--- src/rtl/div_unit_if.sv ---
// Request/response bundle between the execute stage and the divide unit.
// master drives requests and consumes results; slave is the divider.
interface div_unit_if #(
    parameter int XLEN = 64
);
    logic            req_valid_i;
    logic            req_ready_o;
    logic [XLEN-1:0] opr_a_i;
    logic [XLEN-1:0] opr_b_i;
    logic [1:0]      div_func_i;
    logic            word_op_i;
    logic            flush_i;
    logic            res_valid_o;
    logic            res_ready_i;
    logic [XLEN-1:0] div_res_o;

    modport master (
        output req_valid_i, opr_a_i, opr_b_i, div_func_i,
        output word_op_i, flush_i, res_ready_i,
        input  req_ready_o, res_valid_o, div_res_o
    );

    modport slave (
        input  req_valid_i, opr_a_i, opr_b_i, div_func_i,
        input  word_op_i, flush_i, res_ready_i,
        output req_ready_o, res_valid_o, div_res_o
    );
endinterface

--- src/rtl/div_unit.sv ---
// Iterative radix-2 restoring divider for DIV/DIVU/REM/REMU and W forms.
// DIV_FAST_SPECIAL_EN: divide-by-zero and overflow skip straight to DONE.
module div_unit #(
    parameter int XLEN = 64
) (
    input  logic        clk,
    input  logic        rst,
    div_unit_if.slave   bus
);
    typedef enum logic [1:0] {IDLE, CALC, FIX, DONE} state_e;

    state_e          state_q, state_d;
    logic [XLEN-1:0] quo_q, quo_d;
    logic [XLEN-1:0] rem_q, rem_d;
    logic [XLEN-1:0] dvs_q, dvs_d;
    logic [XLEN-1:0] dvd_q, dvd_d;
    logic [XLEN-1:0] res_q, res_d;
    logic [6:0]      cnt_q, cnt_d;
    logic            negq_q, negq_d;
    logic            negr_q, negr_d;
    logic            remop_q, remop_d;
    logic            word_q, word_d;
    logic            dz_q, dz_d;
    logic            ovf_q, ovf_d;
    logic            valid_q, valid_d;

    function automatic logic [XLEN-1:0] wsext(
        input logic [XLEN-1:0] v,
        input logic            w
    );
        return w ? {{(XLEN-32){v[31]}}, v[31:0]} : v;
    endfunction

    function automatic logic [XLEN-1:0] special(
        input logic [XLEN-1:0] a,
        input logic            r,
        input logic            dz
    );
        if (dz) return r ? a : '1;
        return r ? '0 : a;
    endfunction

    logic            sgn_in, sa_in, sb_in, dz_in, ovf_in, accept;
    logic [XLEN-1:0] a_ext, b_ext, mag_a, mag_b;

    assign sgn_in = ~bus.div_func_i[0];
    assign a_ext  = bus.word_op_i
                  ? {{(XLEN-32){sgn_in & bus.opr_a_i[31]}}, bus.opr_a_i[31:0]}
                  : bus.opr_a_i;
    assign b_ext  = bus.word_op_i
                  ? {{(XLEN-32){sgn_in & bus.opr_b_i[31]}}, bus.opr_b_i[31:0]}
                  : bus.opr_b_i;
    assign sa_in  = sgn_in & a_ext[XLEN-1];
    assign sb_in  = sgn_in & b_ext[XLEN-1];
    assign mag_a  = sa_in ? -a_ext : a_ext;
    assign mag_b  = sb_in ? -b_ext : b_ext;
    assign dz_in  = (b_ext == '0);
    // Most-negative dividend is the sign-extended 32-bit one for W ops.
    assign ovf_in = sgn_in & (&b_ext) & (bus.word_op_i
                  ? (a_ext == {{(XLEN-31){1'b1}}, 31'b0})
                  : (a_ext == {1'b1, {(XLEN-1){1'b0}}}));

    assign bus.req_ready_o = (state_q == IDLE) && !bus.flush_i;
    assign accept          = bus.req_valid_i && bus.req_ready_o;
    assign bus.res_valid_o = valid_q;
    assign bus.div_res_o   = res_q;

    logic [XLEN:0]   rem_sh, diff;
    logic            fits;
    logic [XLEN-1:0] q_full, q_sgn, r_sgn, fix_raw;

    assign rem_sh  = {rem_q, quo_q[XLEN-1]};
    assign diff    = rem_sh - {1'b0, dvs_q};
    assign fits    = ~diff[XLEN];
    assign q_full  = word_q ? {{(XLEN-32){1'b0}}, quo_q[31:0]} : quo_q;
    assign q_sgn   = negq_q ? -q_full : q_full;
    assign r_sgn   = negr_q ? -rem_q : rem_q;
    assign fix_raw = (dz_q | ovf_q) ? special(dvd_q, remop_q, dz_q)
                   : (remop_q ? r_sgn : q_sgn);

    always_comb begin
        state_d = state_q;
        quo_d   = quo_q;
        rem_d   = rem_q;
        dvs_d   = dvs_q;
        dvd_d   = dvd_q;
        res_d   = res_q;
        cnt_d   = cnt_q;
        negq_d  = negq_q;
        negr_d  = negr_q;
        remop_d = remop_q;
        word_d  = word_q;
        dz_d    = dz_q;
        ovf_d   = ovf_q;
        valid_d = valid_q;
        unique case (state_q)
            IDLE: if (accept) begin
                // W dividends start left-aligned so 32 shifts consume them.
                quo_d   = bus.word_op_i ? {mag_a[31:0], 32'b0} : mag_a;
                rem_d   = '0;
                dvs_d   = mag_b;
                dvd_d   = a_ext;
                cnt_d   = bus.word_op_i ? 7'd31 : 7'd63;
                negq_d  = sa_in ^ sb_in;
                negr_d  = sa_in;
                remop_d = bus.div_func_i[1];
                word_d  = bus.word_op_i;
                dz_d    = dz_in;
                ovf_d   = ovf_in;
                state_d = CALC;
`ifdef DIV_FAST_SPECIAL_EN
                if (dz_in | ovf_in) begin
                    res_d   = wsext(special(a_ext, bus.div_func_i[1], dz_in),
                                    bus.word_op_i);
                    valid_d = 1'b1;
                    state_d = DONE;
                end
`endif
            end
            CALC: begin
                quo_d = {quo_q[XLEN-2:0], fits};
                rem_d = fits ? diff[XLEN-1:0] : rem_sh[XLEN-1:0];
                cnt_d = cnt_q - 7'd1;
                if (cnt_q == 7'd0) state_d = FIX;
            end
            FIX: begin
                res_d   = wsext(fix_raw, word_q);
                valid_d = 1'b1;
                state_d = DONE;
            end
            DONE: if (bus.res_ready_i) begin
                valid_d = 1'b0;
                state_d = IDLE;
            end
        endcase
        if (bus.flush_i) begin
            state_d = IDLE;
            valid_d = 1'b0;
        end
    end

    always_ff @(posedge clk or posedge rst) begin
        if (rst) begin
            state_q <= IDLE;
            quo_q   <= '0;
            rem_q   <= '0;
            dvs_q   <= '0;
            dvd_q   <= '0;
            res_q   <= '0;
            cnt_q   <= '0;
            negq_q  <= 1'b0;
            negr_q  <= 1'b0;
            remop_q <= 1'b0;
            word_q  <= 1'b0;
            dz_q    <= 1'b0;
            ovf_q   <= 1'b0;
            valid_q <= 1'b0;
        end else begin
            state_q <= state_d;
            quo_q   <= quo_d;
            rem_q   <= rem_d;
            dvs_q   <= dvs_d;
            dvd_q   <= dvd_d;
            res_q   <= res_d;
            cnt_q   <= cnt_d;
            negq_q  <= negq_d;
            negr_q  <= negr_d;
            remop_q <= remop_d;
            word_q  <= word_d;
            dz_q    <= dz_d;
            ovf_q   <= ovf_d;
            valid_q <= valid_d;
        end
    end
endmodule

--- src/flat_wrapper.sv ---
// flat-port wrapper written by rule: the top's interface ports become plain ports
module div_unit_flat 
#(
    parameter int XLEN = 64
)
  (clk, rst, bus_req_valid_i, bus_opr_a_i, bus_opr_b_i, bus_div_func_i, bus_word_op_i, bus_flush_i, bus_res_ready_i, bus_req_ready_o, bus_res_valid_o, bus_div_res_o);
  div_unit_if #(.XLEN(XLEN)) bus_i ();
  input  logic clk;
  input  logic rst;
  input wire logic [$bits(bus_i.req_valid_i)-1:0] bus_req_valid_i;
  input wire logic [$bits(bus_i.opr_a_i)-1:0] bus_opr_a_i;
  input wire logic [$bits(bus_i.opr_b_i)-1:0] bus_opr_b_i;
  input wire logic [$bits(bus_i.div_func_i)-1:0] bus_div_func_i;
  input wire logic [$bits(bus_i.word_op_i)-1:0] bus_word_op_i;
  input wire logic [$bits(bus_i.flush_i)-1:0] bus_flush_i;
  input wire logic [$bits(bus_i.res_ready_i)-1:0] bus_res_ready_i;
  output wire logic [$bits(bus_i.req_ready_o)-1:0] bus_req_ready_o;
  output wire logic [$bits(bus_i.res_valid_o)-1:0] bus_res_valid_o;
  output wire logic [$bits(bus_i.div_res_o)-1:0] bus_div_res_o;
  assign bus_i.req_valid_i = bus_req_valid_i;
  assign bus_i.opr_a_i = bus_opr_a_i;
  assign bus_i.opr_b_i = bus_opr_b_i;
  assign bus_i.div_func_i = bus_div_func_i;
  assign bus_i.word_op_i = bus_word_op_i;
  assign bus_i.flush_i = bus_flush_i;
  assign bus_i.res_ready_i = bus_res_ready_i;
  assign bus_req_ready_o = bus_i.req_ready_o;
  assign bus_res_valid_o = bus_i.res_valid_o;
  assign bus_div_res_o = bus_i.div_res_o;
  div_unit #(.XLEN(XLEN)) u_core (.clk(clk), .rst(rst), .bus(bus_i));
endmodule
--- config.mk ---
export PLATFORM = sky130hd
export DESIGN_NAME = div_unit_flat
export DESIGN_NICKNAME = d
export VERILOG_FILES = /design/src/rtl/div_unit_if.sv /design/src/rtl/div_unit.sv /design/src/flat_wrapper.sv
export SDC_FILE = /design/constraint.sdc
export NUM_CORES = 2
export LEC_CHECK = 0
export BUFFER_PORTS_ARGS = -buffer_cell sky130_fd_sc_hd__buf_2
export CAP_MARGIN = 20
export CORE_MARGIN = 4
export CORE_UTILIZATION = 64
export DETAILED_ROUTE_END_ITERATION = 10
export HOLD_SLACK_MARGIN = 0.05
export MAX_ROUTING_LAYER = met4
export PLACE_DENSITY = 0.84
export SETUP_SLACK_MARGIN = 0.5
export SYNTH_ARGS = -nofsm -noshare
export SYNTH_HDL_FRONTEND = slang
export SYNTH_SLANG_ARGS = --single-unit
--- constraint.sdc ---
create_clock -name clk -period 14.5 [get_ports clk]
set_clock_uncertainty 0.05 [all_clocks]
set_input_delay 0.725 -clock clk [delete_from_list [all_inputs] [get_ports clk]]
set_output_delay 0.725 -clock clk [all_outputs]
set_load 0.02 [all_outputs]
==> results.md <==
* Status: complete, no violations
* Ratio of cells with drive above 1 in the final layout at 11.8%
* Fraction of registers with async set/reset at 100%
* Post-synthesis xor/xnor area fraction at 9.54%
* Seq/Total Area, Yosys at between 30% and 40%
* Die W at roughly 210 um
* Sum Neg Setup Slack at 0 ns
* Cells after synthesis at 3233
* Worst-path fanout max at 7
* PortBufs at 201
* Multiplexer share of the synthesized area at between 3 and 4%
* Number of flops mapped to enable cells by yosys at 0
* Number of buffers on the longest clock path at 3
* Storage element area at 8410 um2
* Share of the synthesized area in the top cell type at 33.0%
* Fin crit share at 32.5%
* Worst Tran Pin Value at 1.13 ns
* Nets@finish at 3524
* Grt total ovfl at 0
* Leak at ~0.012 uW
* DRT Pass-1 Iters at 9
* Final setup viols at 0
* RD Place Congestion at 1.04
* Post-synth net total at roughly 3400
* Wire per inst at 24.4 um
* Die height at 207 um
* Final hold vios at 0
* Arr. time, crit path at 5.11 ns
* Num rows at 72
* Largest net degree at the start of global routing at 194
* Via-per-instance ratio at between 6 and 7
* Slowest CP cell: nor4_1
* Slowest stage delay, CP at 0.82 ns
* Core area at 39000 um2
* CP Class: flop to flop
* Clock buffer count from CTS at 38
* Post-Synth Adder-Cell Area at 3.77%
* Compound-cell area share of the yosys netlist at 26.6%
* Syn Std Cell Area at 25400 um2
* Synth Area in Simple Gates at 18.3%
* Slew HR at 24.7%
* TritonCTS clock tree: yes
* Max Slew Vio Count at 0
* Distinct cell type count after synthesis at 88
* Clk sinks at 336
* Fmax at 212 MHz
* Synth Area per Inst at between 7 and 8 um2
* Design Power at a little under 8000 uW
* Synth area leader: dfrtp_1
* Antenna viol nets, final at 0
* Worst setup SP type: flop
* PostCTS Resize Cnt at 0
* Warnings from Yosys at 0
* Largest family of logic cells by synthesized area: compound AO/OA/AOI/OAI gates
* Fillers at 3107
* Hold buffers post-CTS at 0
* DRC Markers at 0
* Placed Instances at 3790
* Final worst slack at 9.79 ns
* Crit path required time at approximately 15 ns
* Worst min path class: primary input to async pin
* Final HPWL DP at around 68 mm
* Final WL at 94.1 mm
* I/O pin cnt at 202
* First-pass GRT wire length at ~140 mm
* Buf/Inv on CP at 0
* Setup Fix Bufs, Post-CTS at 0
* Top_reg_cell synth: dfrtp_1
* Placement Setup Slack at approximately 10 ns
* Clock transition at path regs at 0.07 ns
* Fin util at between 70% and 80%
* Routed via count at roughly 27000
* H-Tree Depth at 2
* Minimum clock period at 4.71 ns
* DRC marker count from the first detailed-route iteration at 4149
* Clock Tree Root: clkbuf_16
* Die Area at 43000 um2
* Yosys reg bits at 336
* Antenna violations before repair at 1
* Syn-to-layout area delta at 10.1%
* Finished Layout Cells at 3861
* Worst-Skew Late Latency at 0.59 ns
* Starting Density at between 60% and 70%
* Synth top area cells: dfrtp_1 33%, a21oi_1 6.9%, o21ai_0 6.8%
* Crit-path leading delay family: simple AND/OR/NAND/NOR gates
* Max_cap viols at 0
* Power per cell area at 283 nW/um2
* Setup crit end kind: flop
* GRT Util Overall at 43.1%
* RSZ-0062 raised after global routing: false
* Number of global-route vias before repair at between 20000 and 30000
* Peak VDD IR at 0.000240 V
* Cell Chain, Critical Path: nor4_1, and3_1, nand4b_1, nor2_1, nand2_1, o41ai_1, xor2_1, mux2i_1, a221oi_1, o21ai_0, o21a_1
* Multi-input logic area at 15800 um2
## registers in the layout, indices dropped and copies added (netlist names)
register	flops
u_core.bus.div_res_o	64
u_core.dvd_q	64
u_core.dvs_q	64
u_core.quo_q	64
u_core.rem_q	64
u_core.cnt_q	7
u_core.state_q	2
u_core.bus.res_valid_o	1
u_core.dz_q	1
u_core.negq_q	1
u_core.negr_q	1
u_core.ovf_q	1
u_core.remop_q	1
u_core.word_q	1
## Yosys cell counts (6+ instances only)
cell type	instances
o31ai_1	48
mux2_2	33
dfrtp_1	336
a21o_1	42
o21ai_1	8
or4_1	14
or3_1	31
o21ai_0	347
nor4_1	37
nand4b_1	7
and2_1	8
o21a_1	16
xor2_1	138
buf_1	19
o211ai_1	22
and3_1	22
a21oi_1	349
nand2_1	354
xnor2_1	139
a2bb2oi_1	6
a222oi_1	6
clkbuf_1	166
mux2i_1	62
a22oi_1	15
nor2_1	326
nand4_1	25
nor2b_1	14
buf_2	12
o21bai_1	14
or2_2	12
a211oi_1	36
a31oi_1	35
o2111ai_1	7
a22o_1	6
nand3_1	36
ha_1	75
nor3_1	63
a221oi_1	52
inv_1	131
o41ai_1	22
o22ai_1	33
nand2b_1	21
## per-layer routing
layer / part of all wire (%) / vias up / routed length, um / GRT usage, %
met5: 0 / - / 0 / -
li1: - / 11800 / - / -
met2: 43 / 1875 / 40600 / 62.8
met1: 37 / 12600 / 35300 / 55.0
met4: 6.8 / 0 / 6430 / 22.4
met3: 13 / 400 / 11800 / 12.2
## cells by family after synthesis
group                      count (synthesis)
and+or+nand+nor                         1005
muxes                                     95
buffers and inverters                    330
AOI/OAI and AO/OA                       1114
xor gates and xnor gates                 277
adders and majority gates                 76
DFF                                      336
## layout make-up
| class | instances | area share, % |
|---|---|---|
| multi-input cells | 2567 | 56.6 |
| flip-flops and latches | 336 | 30.0 |
| well taps | 518 | 2.31 |
| repair buffers | 236 | 4.61 |
| diodes | 3 | 0.0268 |
| inverters | 133 | 1.81 |
| clock inverters | 17 | 0.675 |
| clock buffers | 51 | 3.96 |
## power breakdown
group	switching [uW]	leakage [uW]	internal, uW
combinational	3160	0.00726	1810
sequential	551	0.00412	1380
clock	427	0.000648	593
total	4140	0.0120	3780
## cells in the final DEF (no fill, tap or decap), types with 33 or more instances in the layout
| cell type | count |
|---|---|
| nor2_1 | 323 |
| a221oi_1 | 52 |
| mux2_2 | 33 |
| clkbuf_16 | 38 |
| a31oi_1 | 35 |
| mux2i_1 | 62 |
| dfrtp_1 | 334 |
| o31ai_1 | 48 |
| ha_1 | 73 |
| o22ai_1 | 33 |
| buf_4 | 34 |
| nor4_1 | 37 |
| o21ai_0 | 347 |
| nor3_1 | 63 |
| a211oi_1 | 36 |
| a21o_1 | 42 |
| buf_2 | 200 |
| nand2_1 | 353 |
| inv_1 | 130 |
| nand3_1 | 36 |
| xor2_1 | 138 |
| a21oi_1 | 347 |
| xnor2_1 | 138 |
## metrics by stage
stage	hold WS, ns	cell area [um2]
global route	0.295	28000
detailed placement	0.416	26700
CTS	0.274	28000
floorplan	0.399	25400
global placement	0.409	26700
finish	0.197	28000
## path summary, 6_finish.rpt
kind,start,end,slack (ns),cells after the start
max in group asynchronous,rst,u_core.negq_q,11.70,4
min in group clk,bus_flush_i,u_core.bus.res_valid_o,0.32,2
min,rst,u_core.dvs_q[10],0.20,2
max,u_core.rem_q[2],u_core.bus.div_res_o[40],9.79,11
min reg2reg,u_core.bus.div_res_o[40],u_core.bus.div_res_o[40],0.43,1
max reg2reg,u_core.rem_q[2],u_core.bus.div_res_o[40],9.79,11
## worst reg2reg max path, stage by stage, from the launching register on
cell	delay, ns
dfrtp_1	0.48
nor4_1	0.82
and3_1	0.32
nand4b_1	0.38
nor2_1	0.54
nand2_1	0.31
o41ai_1	0.45
xor2_1	0.46
mux2i_1	0.16
a221oi_1	0.28
o21ai_0	0.18
o21a_1	0.16
No activity file was read; power rests on OpenSTA's default activity.
